===== src/rtl/ygb_metric_select.sv =====
// ---------------------------------------------------------------------------
// ygb_metric_select
//
// Downstream stage of the Y.G.B real-part correlator in the SOML decoder.
// Sums ACC_LEN signed Q8.8 real-part samples into one candidate metric,
// tracks the largest metric over NUM_CAND candidates and reports the winner
// once per frame.
//
// Ports:
//   clk          system clock, rising edge
//   rst          asynchronous, active-low reset
//   start        one-cycle pulse that begins (or restarts) a frame
//   in_valid     in_data carries a valid sample this cycle
//   in_data      signed Q8.8 sample from the correlator
//   busy         frame in progress (ACCUM or CMP)
//   done         one-cycle pulse, frame result valid on best_* / sat_flag
//   best_idx     0-based index of the maximum-metric candidate
//   best_metric  winning metric, saturated to DATA_W
//   sat_flag     some metric of the frame fell outside the DATA_W range
// ---------------------------------------------------------------------------
module ygb_metric_select #(
   parameter int DATA_W   = 16,
   parameter int FRAC_W   = 8,
   parameter int ACC_LEN  = 2,
   parameter int NUM_CAND = 4,
   parameter int IDX_W    = 2
) (
   input  logic              clk,
   input  logic              rst,
   input  logic              start,
   input  logic              in_valid,
   input  logic [DATA_W-1:0] in_data,
   output logic              busy,
   output logic              done,
   output logic [IDX_W-1:0]  best_idx,
   output logic [DATA_W-1:0] best_metric,
   output logic              sat_flag
);

   // Four guard bits: a sum of up to 16 DATA_W samples can never wrap.
   localparam int ACC_W  = DATA_W + 4;
   localparam int SAMP_W = 5;
   localparam int CAND_W = 9;

   localparam logic signed [ACC_W-1:0] MAX_V = {5'b00000, {(DATA_W-1){1'b1}}};
   localparam logic signed [ACC_W-1:0] MIN_V = {5'b11111, {(DATA_W-1){1'b0}}};

   localparam logic [SAMP_W-1:0] LAST_SAMP = SAMP_W'(ACC_LEN - 1);
   localparam logic [CAND_W-1:0] LAST_CAND = CAND_W'(NUM_CAND - 1);

   // Catch illegal parameter sets at elaboration.
   if (FRAC_W < 0 || FRAC_W >= DATA_W || ACC_LEN < 1 || ACC_LEN > 16 ||
       NUM_CAND < 2 || NUM_CAND > 256 || (2**IDX_W) < NUM_CAND) begin : g_bad_param
      $error("ygb_metric_select: illegal parameter combination");
   end

   typedef enum logic [1:0] {
      S_IDLE  = 2'd0,
      S_ACCUM = 2'd1,
      S_CMP   = 2'd2,
      S_DONE  = 2'd3
   } state_t;

   state_t state, state_nxt;

   logic signed [ACC_W-1:0]  acc_p0;
   logic [SAMP_W-1:0]        samp_cnt;
   logic [CAND_W-1:0]        cand_cnt;
   logic signed [ACC_W-1:0]  metric_p1;
   logic signed [ACC_W-1:0]  max_metric_p2;
   logic [IDX_W-1:0]         max_idx_p2;

   logic signed [ACC_W-1:0]  in_ext;
   logic signed [ACC_W-1:0]  sample_sum;
   logic                     last_samp;
   logic                     last_cand;
   logic                     take_max;
   logic signed [ACC_W-1:0]  new_max;
   logic [IDX_W-1:0]         new_idx;

   // Clamp a full-width metric into the DATA_W output range.
   function automatic logic signed [DATA_W-1:0] sat_data(input logic signed [ACC_W-1:0] v);
      if (v > MAX_V) begin
         return MAX_V[DATA_W-1:0];
      end else if (v < MIN_V) begin
         return MIN_V[DATA_W-1:0];
      end else begin
         return v[DATA_W-1:0];
      end
   endfunction

   function automatic logic out_of_range(input logic signed [ACC_W-1:0] v);
      return (v > MAX_V) || (v < MIN_V);
   endfunction

   assign in_ext     = {{4{in_data[DATA_W-1]}}, in_data};
   assign sample_sum = acc_p0 + in_ext;
   assign last_samp  = (samp_cnt == LAST_SAMP);
   assign last_cand  = (cand_cnt == LAST_CAND);

   // Candidate 0 always seeds the running max; later ones must be strictly
   // greater, so ties keep the lower index.
   assign take_max = (cand_cnt == '0) || (metric_p1 > max_metric_p2);
   assign new_max  = take_max ? metric_p1 : max_metric_p2;
   assign new_idx  = take_max ? IDX_W'(cand_cnt) : max_idx_p2;

   always_ff @(posedge clk or negedge rst) begin
      if (!rst) begin
         state <= S_IDLE;
      end else begin
         state <= state_nxt;
      end
   end

   always_comb begin
      state_nxt = state;
      busy      = 1'b0;
      done      = 1'b0;
      case (state)
         S_IDLE: begin
            if (start) state_nxt = S_ACCUM;
         end
         S_ACCUM: begin
            busy = 1'b1;
            if (start) begin
               state_nxt = S_ACCUM;
            end else if (in_valid && last_samp) begin
               state_nxt = S_CMP;
            end
         end
         S_CMP: begin
            busy = 1'b1;
            if (start) begin
               state_nxt = S_ACCUM;
            end else if (last_cand) begin
               state_nxt = S_DONE;
            end else begin
               state_nxt = S_ACCUM;
            end
         end
         S_DONE: begin
            done      = 1'b1;
            state_nxt = start ? S_ACCUM : S_IDLE;
         end
         default: state_nxt = S_IDLE;
      endcase
   end

   always_ff @(posedge clk or negedge rst) begin
      if (!rst) begin
         acc_p0        <= '0;
         samp_cnt      <= '0;
         cand_cnt      <= '0;
         metric_p1     <= '0;
         max_metric_p2 <= '0;
         max_idx_p2    <= '0;
         best_idx      <= '0;
         best_metric   <= '0;
         sat_flag      <= 1'b0;
      end else if (start) begin
         // New frame from any state; best_* keep the last completed frame.
         acc_p0        <= '0;
         samp_cnt      <= '0;
         cand_cnt      <= '0;
         max_metric_p2 <= '0;
         max_idx_p2    <= '0;
         sat_flag      <= 1'b0;
      end else begin
         case (state)
            // stage p0 -> p1: accumulate, latch completed sum as metric
            S_ACCUM: begin
               if (in_valid) begin
                  acc_p0 <= sample_sum;
                  if (last_samp) begin
                     metric_p1 <= sample_sum;
                     samp_cnt  <= '0;
                  end else begin
                     samp_cnt <= samp_cnt + 1'b1;
                  end
               end
            end
            // stage p1 -> p2: running max, overflow detect, frame result
            S_CMP: begin
               max_metric_p2 <= new_max;
               max_idx_p2    <= new_idx;
               if (out_of_range(metric_p1)) sat_flag <= 1'b1;
               acc_p0   <= '0;
               cand_cnt <= cand_cnt + 1'b1;
               if (last_cand) begin
                  best_idx    <= new_idx;
                  best_metric <= sat_data(new_max);
               end
            end
            default: begin
            end
         endcase
      end
   end

endmodule

===== config.mk =====
export PLATFORM = sky130hd
export DESIGN_NAME = ygb_metric_select
export DESIGN_NICKNAME = d
export VERILOG_FILES = /design/src/rtl/ygb_metric_select.sv
export SDC_FILE = /design/constraint.sdc
export NUM_CORES = 1
export LEC_CHECK = 0
export ABC_AREA = 0
export CORE_UTILIZATION = 50
export DETAILED_ROUTE_END_ITERATION = 7
export PLACE_DENSITY = 0.72
export SYNTH_ARGS = -nofsm -noshare
export SYNTH_HDL_FRONTEND = slang
export SYNTH_SLANG_ARGS = --single-unit

===== constraint.sdc =====
create_clock -name clk -period 2.65 [get_ports clk]
set_input_delay 0.795 -clock clk [delete_from_list [all_inputs] [get_ports clk]]
set_output_delay 0.795 -clock clk [all_outputs]
set_load 0.01 [all_outputs]

* After elaboration in Yosys (flattened, before gate mapping)
Index checks and enable logic that the tools add are counted.
Storage, ports and cells: bits in registers 97, latch bits 0, RAM bits 0, memory bits (read-only) 0, input bits 20, output and inout bits 21, word-level logic and storage cells 73, memories kept 0
Cells by class: add/sub/neg operators 3, multipliers 0, div/mod/pow operators 0, $lt $le $gt $ge 5, eq/ne operators 8, shift-type cells 0, muxes and demuxes 29, bitwise operators 1, reduce and logical (&&, ||, !) cells 17
Operator list (count):
- 2-to-1 mux 20 bit | 5
- greater-than comparator 20 x 16 -> 1 bit (second input constant) | 2
- less-than comparator 20 x 16 -> 1 bit (second input constant) | 2
- one-hot mux 20 bit (2 select lines) | 1
- 2-to-1 mux 16 bit | 2
- adder 20 x 16 -> 20 bit | 1
- greater-than comparator 20 bit | 1
- 2-to-1 mux 5 bit | 4
- 2-to-1 mux 9 bit | 2
- 2-to-1 mux 2 bit | 8
- adder 9 x 1 -> 9 bit (second input constant) | 1
- equality test 9 x 2 -> 1 bit (second input constant) | 1
- logical NOT 9 bit | 1
- one-hot mux 2 bit (4 select lines) | 1
- AND reduction 2 bit | 4
- nonzero test 2 bit | 4
- 2-to-1 mux 1 bit | 6
- inequality test 3 bit (second input constant) | 2
- adder 5 x 1 -> 5 bit (second input constant) | 1
- equality test 5 x 1 -> 1 bit (second input constant) | 1
- equality test 2 bit (second input constant) | 2
- AND reduction 4 bit | 1
- AND reduction 3 bit | 1
- nonzero test 3 bit | 1
- 7 further kinds | 8

* Longest topological paths before layout
depth in word-level cells 6, mapped depth 12, depth with buffers taken out 10

* Least setup slack after synthesis
Ideal clock, no wire load.
path type input -> register, start input port in_data[0], end register metric_p1[14], setup time 125 ps, arrival 2538 ps, data required time 2525 ps, setup slack -13 ps, cell stages on the path 10, path buffers 0, cell sequence ha_1 > fa_1 > a21oi_1 > or3_1 > nand4b_1 > a21oi_1 > o21ba_2 > o21bai_1 > xor2_1 > mux2_2
Between the ends: word-level cells in the longest chain between the ends 1
RTL lines:
- from (decl) | line 32 | input logic [DATA_W-1:0] in_data,
- adder 20 x 16 -> 20 bit | line 97 | assign sample_sum = acc_p0 + in_ext;
- to (signal assigned) | line 175 | metric_p1 <= sample_sum;
- to (decl) | line 69 | logic signed [ACC_W-1:0] metric_p1;
No other way between the ends. A chain may end at the register's enable or synchronous reset.

* Worst setup path in the final report
start register max_metric_p2[5], end register best_metric[3]
Between the ends: word-level cells in the longest chain between the ends 6, elaborated cells on any way between the ends 7, those cells by class 3 x order compare; 3 x mux; 1 x reduce/logical
RTL lines:
- from (decl) | line 70 | logic signed [ACC_W-1:0] max_metric_p2;
- from (signal assigned) | line 184 | max_metric_p2 <= new_max;
- greater-than comparator 20 bit | line 103 | assign take_max = (cand_cnt == '0) || (metric_p1 > max_metric_p2);
- logical OR 1 bit | line 103
- 2-to-1 mux 20 bit * | line 104 | assign new_max = take_max ? metric_p1 : max_metric_p2;
- less-than comparator 20 x 16 -> 1 bit | line 85 | end else if (v < MIN_V) begin
- 2-to-1 mux 16 bit | line 85
- 2-to-1 mux 16 bit * | line 83 | if (v > MAX_V) begin
- to (signal assigned) | line 191 | best_metric <= sat_data(new_max);
- to (decl) | line 36 | output logic [DATA_W-1:0] best_metric,
Mark *: on every way between the ends. The rest lies on a longest branch, timed or not.

==> flow_summary_export.csv <==
group,metric,value,unit
cells_and_area,drive_above_1_share,0.262,
setup_path,crit_required,2.96,ns
cts,clkTransAtPathRegs,0.09,ns
setup_path,cp_max_fo,7,
routing,drtPass1Iterations,4,
yosys,syn_area,5540,sq um
floorplanning,core,10800,sq um
yosys,synth.area.top_cells,"dfrtp_1 44%, ha_1 11%, mux2i_1 4.5%",
cells_and_area,syn2layout_area_growth,33.7,%
sta,finalSetupViolations,28,
global_route,overflow,0,
floorplanning,dieArea,11500,sq um
status,violations,"setup timing",
sta,finalHoldWorstSlack,0.420,ns
floorplanning,rows,38,
yosys,yosys_warnings,0,
routing,vias_per_cell,5.75,
cts,ctsHoldBuffers,0,
cells_and_area,antenna_cells,0,
global_route,grt_pass1_wl,22200,microns
routing,totalWireLength,14300,microns
yosys,ys_types,54,
sta,relSlewSlack,0.604,
cts,clk_path_buf_depth,2,
place,hpwl,9590,microns
global_route,grt_antenna_before_repair,1,
global_route,grt_pass1_vias,4606,
yosys,yosysTopAreaCellShare,0.438,
routing,drc,0,
power,power_density,851,nW/um^2
place,portBuffers,40,
sta,max_freq,364,MHz
sta,slew_viol_final,0,
cts,clock-sinks,97,
status,status,"finished with violations",
cts,cts-root-buf,"clkbuf_8",
min_path,hp-class,"input pin to async pin",
place,gp_congestion,0.880,
sta,fin_ws,-0.0994,ns
floorplanning,start_util,0.511,
sta,finalHoldViolations,0,
cts,cts_buffers,9,
sta,tightest_slew,0.586,ns
floorplanning,die_h,107,microns
cells_and_area,fin_nets,740,
yosys,synth-edff-count,0,
yosys,syn_inst,551,
yosys,yosys.area.top_type,"dfrtp_1",
cells_and_area,utilization,0.684,
yosys,synthArstFlopShare,1.00,
global_route,track_usage,0.247,
cts,htreeDepth,3,
routing,first_iter_violations,243,
setup_path,criticalPathCategory,"flip-flop to flip-flop",
global_route,grt_start_max_net_pins,45,
job,maxCapViolCount,0,
yosys,yosys_most_used_dff,"dfrtp_1",
power,p_leak,3.64,nW
sta,clock_skew,0.00748,ns
setup_path,cp-end-kind,"flip-flop",
yosys,synth_nets,620,
floorplanning,die_x,107,microns
sta,rsz0062_at_grt,"yes",
routing,wl_per_cell,17.6,microns
routing,via_count,4694,
setup_path,worstPathArrival,3.06,ns
yosys,ys_ff_latch,97,
sta,fin_crit_sh,1.04,
sta,min_period,2.75,ns
setup_path,start_kind,"flip-flop",
yosys,synth_area_per_cell,10.1,sq um
yosys,synth-seq-area-share,0.438,
power,worst_ir_drop_vdd,0.501,mV
floorplanning,boundaryPins,41,
cts,cts_tree,"done",
cts,clkLatencyLatePin,0.37,ns
routing,postRouteAntennaNets,0,
==> worst paths after layout <==
kind | slack [ns] | cells past startpoint | startpoint | endpoint
min in group clk | 0.49 | 1 | samp_cnt[4] | samp_cnt[4]
max in group asynchronous | 1.62 | 2 | rst | samp_cnt[2]
max | -0.1 | 10 | max_metric_p2[5] | best_metric[3]
min reg2reg | 0.49 | 1 | samp_cnt[4] | samp_cnt[4]
min | 0.42 | 1 | rst | samp_cnt[0]
max reg2reg | -0.1 | 10 | max_metric_p2[5] | best_metric[3]
==> cell type report <==
| cell class | count | area (sq um) |
|---|---|---|
| Tap cell | 140 | 175 |
| Clock inverter | 6 | 82.6 |
| Clock buffer | 10 | 128 |
| Sequential cell | 97 | 2430 |
| Inverter | 30 | 113 |
| Multi-Input combinational cell | 405 | 3290 |
| Fill cell | 761 | 3430 |
| Timing Repair Buffer | 128 | 1190 |
==> per-layer routing <==
| metal | global-route usage | part of all wire | vias to the layer above |
|---|---|---|---|
| met3 | 0.0303 | 0.036 | 33 |
| li1 | - | - | 2205 |
| met5 | 0 | 0.00091 | - |
| met4 | 0.103 | 0.027 | 2 |
| met2 | 0.413 | 0.49 | 118 |
| met1 | 0.326 | 0.44 | 2336 |
==> cell usage in the layout (no fill, tap or decap), types with 4 or more instances in the layout <==
cell type        Yosys  routed
mux2i_1             25      25
nor2b_1              4       4
a22o_1              18      18
or3_1                5       4
dfrtp_1             97      96
mux2_2              17      16
ha_4                 0      12
o21ai_0             21      16
dlygate4sd2_1        0       4
nand4_1              7       7
clkbuf_8             0       9
a21oi_2              0       6
nand2_1             47      45
a22oi_1             15      12
inv_1               30      29
xor2_1              10      10
buf_4                2      77
a21o_1              15      14
nand3_1             24      18
and2_1               4       4
a21oi_1             36      30
nand3_2              0       6
ha_1                48      35
xnor2_1             14      13
nor2_1              45      45
clkdlybuf4s50_1      0      30
buf_12               0       6
==> Yosys cell counts, types with 4 or more instances <==
master,n
a21o_1,15
a21oi_1,36
a22o_1,18
a22oi_1,15
and2_1,4
clkbuf_1,14
dfrtp_1,97
ha_1,48
inv_1,30
mux2_2,17
mux2i_1,25
nand2_1,47
nand3_1,24
nand4_1,7
nor2_1,45
nor2b_1,4
nor3_1,4
o21ai_0,21
or3_1,5
xnor2_1,14
xor2_1,10
==> repair_timing <==
item | 4_1_cts | 5_1_grt
setup buffers | 4 | 9
cloned | 0 | 4
hold endpoints to repair | 0 | 0
setup endpoints to repair | 32 | 60
gates resized for setup | 25 | 50
pin swaps | 22 | 20
==> sequential cells by signal, summed over array words and instances, names as in the netlist <==
| register | flops |
|---|---|
| state | 2 |
| sat_flag | 1 |
| cand_cnt | 9 |
| acc_p0 | 20 |
| max_idx_p2 | 2 |
| best_metric | 16 |
| metric_p1 | 20 |
| best_idx | 2 |
| max_metric_p2 | 20 |
| samp_cnt | 5 |
==> critical path: stages (launching register included) <==
cell and delay, ns:
dfrtp_1 0.39, inv_1 0.06, ha_1 0.31, nand4_1 0.16, nor4_4 0.32, nand4_1 0.28, o2111ai_2 0.17, nand4_4 0.18
or3_4 0.45, a21o_4 0.29, nand3_1 0.08
==> power by group <==
part / switching (mW) / internal, mW / total (mW)
Clock: 0.521 / 0.528 / 1.05
Sequential: 0.283 / 1.78 / 2.06
Combinational: 1.59 / 1.61 / 3.20
Total: 2.39 / 3.92 / 6.31
==> per-stage QoR <==
stage | setup TNS [ns] | setup slack [ns] | instances | cell area (sq um) | power (mW)
finish | -1.51 | -0.0994 | 816 | 7410 | 6.31
global placement | -11.19 | -0.509 | 783 | 6640 | 4.55
detailed placement | -13.61 | -0.560 | 783 | 6640 | 4.68
CTS | -0.00172 | -0.00171 | 803 | 6990 | 5.85
global route | -6.13 | -0.204 | 816 | 7410 | 6.71
floorplan | 0 | 0.0508 | 551 | 5550 | 3.63
==> cell families (layout without fill, tap and decap cells) <==
group                    count (synthesis)  count (layout)  synth area share
AND/OR/NAND/NOR                        160             160             0.140
AO/OA/AOI/OAI                          129             130             0.155
flip-flops                              97              97             0.438
buffers and inverters                   50             174            0.0373
adder cells (fa/ha/maj)                 49              49             0.112
multiplexers                            42              42            0.0797
XOR/XNOR                                24              24            0.0379
Note: power is estimated with default switching activity, not from simulation.
